<file path="src/rtl/exec_wb_stage_pkg.sv">
// Shared encodings for the execute/write-back stage: result sources, branch codes,
// SZCV flag bit positions and the buffered write-back entry layout.
package exec_wb_stage_pkg;

  localparam int DATA_W = 16;
  localparam int RD_W   = 3;

  localparam int FLG_S = 3;
  localparam int FLG_Z = 2;
  localparam int FLG_C = 1;
  localparam int FLG_V = 0;

  typedef enum logic [1:0] {
    SEL_ALU = 2'd0,
    SEL_SH  = 2'd1,
    SEL_MEM = 2'd2,
    SEL_IMM = 2'd3
  } sel_e;

  typedef enum logic [2:0] {
    BR_BE  = 3'd0,
    BR_BLT = 3'd1,
    BR_BLE = 3'd2,
    BR_BNE = 3'd3
  } br_cond_e;

  typedef struct packed {
    logic [RD_W-1:0]   rd;
    logic [DATA_W-1:0] data;
    logic              wen;
  } wb_entry_t;

  // Codes 4-7 are reserved and never taken.
  function automatic logic br_eval(input logic [2:0] cond, input logic [3:0] szcv);
    logic w_lt;
    w_lt = szcv[FLG_S] ^ szcv[FLG_V];
    case (cond)
      BR_BE:   br_eval = szcv[FLG_Z];
      BR_BLT:  br_eval = w_lt;
      BR_BLE:  br_eval = szcv[FLG_Z] | w_lt;
      BR_BNE:  br_eval = ~szcv[FLG_Z];
      default: br_eval = 1'b0;
    endcase
  endfunction

endpackage

</file>
<file path="src/rtl/wb_skid_buf.sv">
// Two-entry write-back skid buffer. Ready is registered from the next occupancy so it
// never depends combinationally on the downstream ready.
module wb_skid_buf
  import exec_wb_stage_pkg::*;
(
  input  logic      clk,
  input  logic      rst_n,
  input  logic      i_push,
  input  wb_entry_t i_entry,
  output logic      o_ready,
  input  logic      i_pop,
  output logic      o_valid,
  output wb_entry_t o_entry
);

  wb_entry_t  r_mem [2];
  logic       r_wr_ptr;
  logic       r_rd_ptr;
  logic [1:0] r_count;
  logic       r_ready;

  logic       w_push;
  logic       w_pop;
  logic [1:0] w_count_nxt;

  assign w_push      = i_push & r_ready;
  assign w_pop       = i_pop & (r_count != 2'd0);
  assign w_count_nxt = r_count + {1'b0, w_push} - {1'b0, w_pop};

  always_ff @(posedge clk or negedge rst_n) begin
    if (!rst_n) begin
      for (int i = 0; i < 2; i++) r_mem[i] <= '0;
      r_wr_ptr <= 1'b0;
      r_rd_ptr <= 1'b0;
      r_count  <= 2'd0;
      r_ready  <= 1'b0;
    end else begin
      if (w_push) begin
        r_mem[r_wr_ptr] <= i_entry;
        r_wr_ptr        <= ~r_wr_ptr;
      end
      if (w_pop) r_rd_ptr <= ~r_rd_ptr;
      r_count <= w_count_nxt;
      r_ready <= (w_count_nxt != 2'd2);
    end
  end

  // Outputs are zeroed while empty so stale entries never leak downstream.
  assign o_ready = r_ready;
  assign o_valid = (r_count != 2'd0);
  assign o_entry = o_valid ? r_mem[r_rd_ptr] : '0;

endmodule

</file>
<file path="src/rtl/exec_wb_stage.sv">
// Execute/write-back stage: selects the result, buffers it for write-back, keeps the
// committed SZCV flags, resolves conditional branches and counts retired entries.
module exec_wb_stage
  import exec_wb_stage_pkg::*;
(
  input  logic              clk,
  input  logic              rst_n,
  input  logic              in_valid,
  output logic              in_ready,
  input  logic [1:0]        in_sel,
  input  logic [DATA_W-1:0] alu_res,
  input  logic [DATA_W-1:0] sh_res,
  input  logic [DATA_W-1:0] mem_data,
  input  logic [DATA_W-1:0] imm,
  input  logic [3:0]        alu_szcv,
  input  logic [3:0]        sh_szcv,
  input  logic [RD_W-1:0]   in_rd,
  input  logic              in_wen,
  input  logic              in_flag_en,
  input  logic              br_req,
  input  logic [2:0]        br_cond,
  output logic              wb_valid,
  input  logic              wb_ready,
  output logic [RD_W-1:0]   wb_rd,
  output logic [DATA_W-1:0] wb_data,
  output logic              wb_wen,
  output logic [3:0]        flags_q,
  output logic              br_taken,
  output logic [15:0]       retired_cnt
);

  logic              w_accept;
  logic              w_drain;
  logic [DATA_W-1:0] w_sel_data;
  wb_entry_t         w_in_entry;
  wb_entry_t         w_out_entry;

  logic [3:0]        r_flags;
  logic              r_br_taken;
  logic [15:0]       r_retired;

  assign w_accept = in_valid & in_ready;
  assign w_drain  = wb_valid & wb_ready;

  always_comb begin
    w_sel_data = alu_res;
    case (in_sel)
      SEL_ALU: w_sel_data = alu_res;
      SEL_SH:  w_sel_data = sh_res;
      SEL_MEM: w_sel_data = mem_data;
      SEL_IMM: w_sel_data = imm;
      default: w_sel_data = alu_res;
    endcase
  end

  assign w_in_entry = '{rd: in_rd, data: w_sel_data, wen: in_wen};

  wb_skid_buf u_skid (
    .clk     (clk),
    .rst_n   (rst_n),
    .i_push  (in_valid),
    .i_entry (w_in_entry),
    .o_ready (in_ready),
    .i_pop   (wb_ready),
    .o_valid (wb_valid),
    .o_entry (w_out_entry)
  );

  assign wb_rd   = w_out_entry.rd;
  assign wb_data = w_out_entry.data;
  assign wb_wen  = w_out_entry.wen;

  // Branches see the flags committed before this edge, not the ones loaded by it.
  always_ff @(posedge clk or negedge rst_n) begin
    if (!rst_n) begin
      r_flags    <= 4'b0000;
      r_br_taken <= 1'b0;
      r_retired  <= 16'h0000;
    end else begin
      if (w_accept && in_flag_en) begin
        if (in_sel == SEL_ALU)     r_flags <= alu_szcv;
        else if (in_sel == SEL_SH) r_flags <= sh_szcv;
      end
      r_br_taken <= w_accept & br_req & br_eval(br_cond, r_flags);
      if (w_drain) r_retired <= r_retired + 16'd1;
    end
  end

  assign flags_q     = r_flags;
  assign br_taken    = r_br_taken;
  assign retired_cnt = r_retired;

endmodule

</file>
<file path="config.mk">
export PLATFORM = sky130hd
export DESIGN_NAME = exec_wb_stage
export DESIGN_NICKNAME = d
export VERILOG_FILES = /design/src/rtl/exec_wb_stage_pkg.sv /design/src/rtl/wb_skid_buf.sv /design/src/rtl/exec_wb_stage.sv
export SDC_FILE = /design/constraint.sdc
export NUM_CORES = 1
export LEC_CHECK = 0
export ABC_AREA = 1
export CORE_UTILIZATION = 42
export CTS_BUF_LIST = sky130_fd_sc_hd__clkbuf_4 sky130_fd_sc_hd__clkbuf_8
export DETAILED_ROUTE_END_ITERATION = 8
export PLACE_DENSITY = 0.76
export SYNTH_ARGS = -nofsm -noshare
export SYNTH_HDL_FRONTEND = slang
export SYNTH_SLANG_ARGS = --single-unit
</file>
<file path="constraint.sdc">
create_clock -name clk -period 1.6 [get_ports clk]
set_input_delay 0.24 -clock clk [delete_from_list [all_inputs] [get_ports clk]]
set_output_delay 0.24 -clock clk [all_outputs]
set_load 0.03 [all_outputs]
</file>
==> flow_summary.toml <==
[status]
status = "finished, violations left"
violations = "setup timing"

[synth]
synth_top_cell_area_share_pct = 46.1
synthMostInstantiatedCell = "nand2_1"
yosysSeqAreaShare_pct = 46.1
ys_types = 29
ys_ff_latch = 66
yosys.area.top_type = "dfrtp_1"
netlist_top_cells_count = "nand2_1 (203), dfrtp_1 (66), inv_1 (38)"
syn_area_per_cell_um2 = 7.48
async_flop_share_pct = 100
synth_fp_nets = 569
synth_area_leaders = "dfrtp_1 (46%), nand2_1 (21%), inv_1 (4.0%)"
syn_area_um2 = 3580
synth-edff-count = 0
yosys_most_used_dff = "dfrtp_1"
yosysWarnings = 0
synth_cells = 479

[detailed_routing]
drc = 0
first_pass_iters = 4
vias = 3728
drtIter0Drc = 125
postRouteAntennaNets = 0
viasPerCell = 4.93
wl_per_cell_um = 13.2
drt_wl_total_mm = 9.99

[critical_path]
critPathMaxStageDelay_ps = 410
cp_slowest_cell = "dfrtp_1"
worstPathArrival_ps = 1980
crit_buf_inv = 2
path_common_cell = "ha_4"
cp_top_family = "adder cells"
end_kind = "flip-flop"
cp-start-kind = "flip-flop"
worstPathRequired_ps = 1820
crit_chain = "buf_6 -> nor2_4 -> nor2_8 -> ha_4 -> inv_2 -> ha_4 -> xnor2_2 -> xor2_1 -> nand2_1"
criticalPathCategory = "reg2reg"
crit_fanout = 3

[floorplan]
pin_count = 130
die_y_um = 94.4
rows = 33
design.die.area_um2 = 8910
initial_utilization_pct = 43.4
core-area_um2 = 8260
dieWidth_um = 94.4

[layout]
drive_gt1_share_pct = 21.0
area_growth_pct = 60.5
antenna_cells = 0
nets = 736
layout.cells.non_filler = 756
utilization_pct = 69.7

[sta]
worst_pin_slew_ps = 431
fin_skew_ps = 12.6
fin_ws_ps = -159
maxSlewViolCount = 0
min_period_over_period_pct = 110
rsz0062_at_grt = "yes"
hold_ws_ps = 353
hold_viol_final = 0
fmax_mhz = 569
fin_crit_ps = 1760
setup_viol = 22
max_slew_margin_pct = 71.2
fin_tns_setup_ps = -2250

[power]
p_leak_nw = 2.76
total_power_mw = 10.3
cellPowerDensity_nw_per_um2 = 1790
vdd_drop_max_mv = 0.776

[place]
gp_congestion = 0.833
portBuffers = 129
dp_cells = 724
dp_hpwl_mm = 7.25

[cts]
clkTransAtPathRegs_ps = 70
htree_levels = 3
cts_made_buffers = 9
clockRootBuffer = "clkbuf_8"
cts_tree = "done"
clk_latency_ps = 350
clock-sinks = 66
clk_path_buf_depth = 2

[grt]
grt_pass1_wl_mm = 15.8
grt_overflow = 0
grt.total_usage_pct = 23.1
first_global_vias = 3543
grt_max_degree = 43
antenna_found_initial = 0

[run]
cap_violations = 0

[worst_hold_path]
min_path_type = "in2async"
cells by family after synthesis:
kind of cell / Yosys count / synth area share [%]
AND/OR/NAND/NOR: 272 / 32.5
flip-flops: 66 / 46.1
buffers and inverters: 59 / 6.95
adder cells (fa/ha/maj): 3 / 1.05
XOR/XNOR: 12 / 2.93
AO/OA/AOI/OAI: 67 / 10.5
cell usage in the layout (no fill, tap or decap), drive strengths merged, types with 3 or more instances in the layout:
cell,netlist,routed
clkbuf,4,11
nand4,14,14
nand3,15,15
ha,3,3
nand2,205,205
dlygate4sd2,0,21
clkdlybuf4s50,0,86
buf,11,62
o211ai,6,6
xnor2,3,3
inv,43,43
xor2,9,9
nor2,34,34
clkinv,1,5
a21oi,21,21
a31oi,4,4
dfrtp,66,66
o21ai,36,36
worst paths after layout:
path,start,slack (ps),depth (start not counted),to
hold reg to reg,u_skid.r_mem[32]$_DFFE_PN0P_,480,2,u_skid.r_mem[32]$_DFFE_PN0P_
hold / removal,rst_n,350,2,retired_cnt[5]$_DFFE_PN0P_
max in group asynchronous,rst_n,690,3,u_skid.r_rd_ptr$_DFFE_PN0P_
setup reg to reg,u_skid.r_count[1]$_DFF_PN0_,-160,9,u_skid.o_ready$_DFF_PN0_
min in group clk,br_req,450,3,br_taken$_DFF_PN0_
setup / recovery,u_skid.r_count[1]$_DFF_PN0_,-160,9,u_skid.o_ready$_DFF_PN0_
final cells by class:
type / count / area [um^2]
repair buffers: 171 / 1750
clock buffers: 10 / 131
inverters: 44 / 166
flip-flops and latches: 66 / 1650
multi-input cells: 354 / 1830
well taps: 105 / 131
clock inverters: 6 / 91.3
fillers: 659 / 2500
stage by stage:
| stage | area, um^2 | setup WS, ps |
|---|---|---|
| 2_1_floorplan | 3650 | -75.2 |
| 3_3_place_gp | 5240 | -239 |
| 3_5_place_dp | 5240 | -309 |
| 4_1_cts | 5540 | -138 |
| 5_1_grt | 5750 | -265 |
| 6_report | 5750 | -159 |
registers in the layout, indices dropped and copies added, names as in the netlist:
signal           count
br_taken             1
flags_q              4
retired_cnt         16
u_skid.o_ready       1
u_skid.r_count       2
u_skid.r_mem        40
u_skid.r_rd_ptr      1
u_skid.r_wr_ptr      1
layer usage:
metal,up-vias,GRT usage (%),wire [um]
met5,-,0,0
met4,0,7.31,118
met3,8,5.64,639
met2,131,40.9,5180
met1,1728,27.5,4060
li1,1861,-,-
report_power, final:
part           switching [mW]  internal (mW)  total, mW
logic                    3.24           2.68       5.92
registers               0.468           2.33       2.79
clock network           0.669          0.900       1.57
repair_timing:
| item | 4_1_cts | 5_1_grt |
|---|---|---|
| gates resized for setup | 43 | 39 |
| buffers inserted | 5 | 8 |
| setup endpoints to repair | 43 | 24 |
| hold endpoints to repair | 13 | 0 |
| hold buffers | 1 | 0 |
| pin swaps | 5 | 8 |
| cloned | 0 | 2 |
Note: power is estimated with default switching activity, not from simulation.
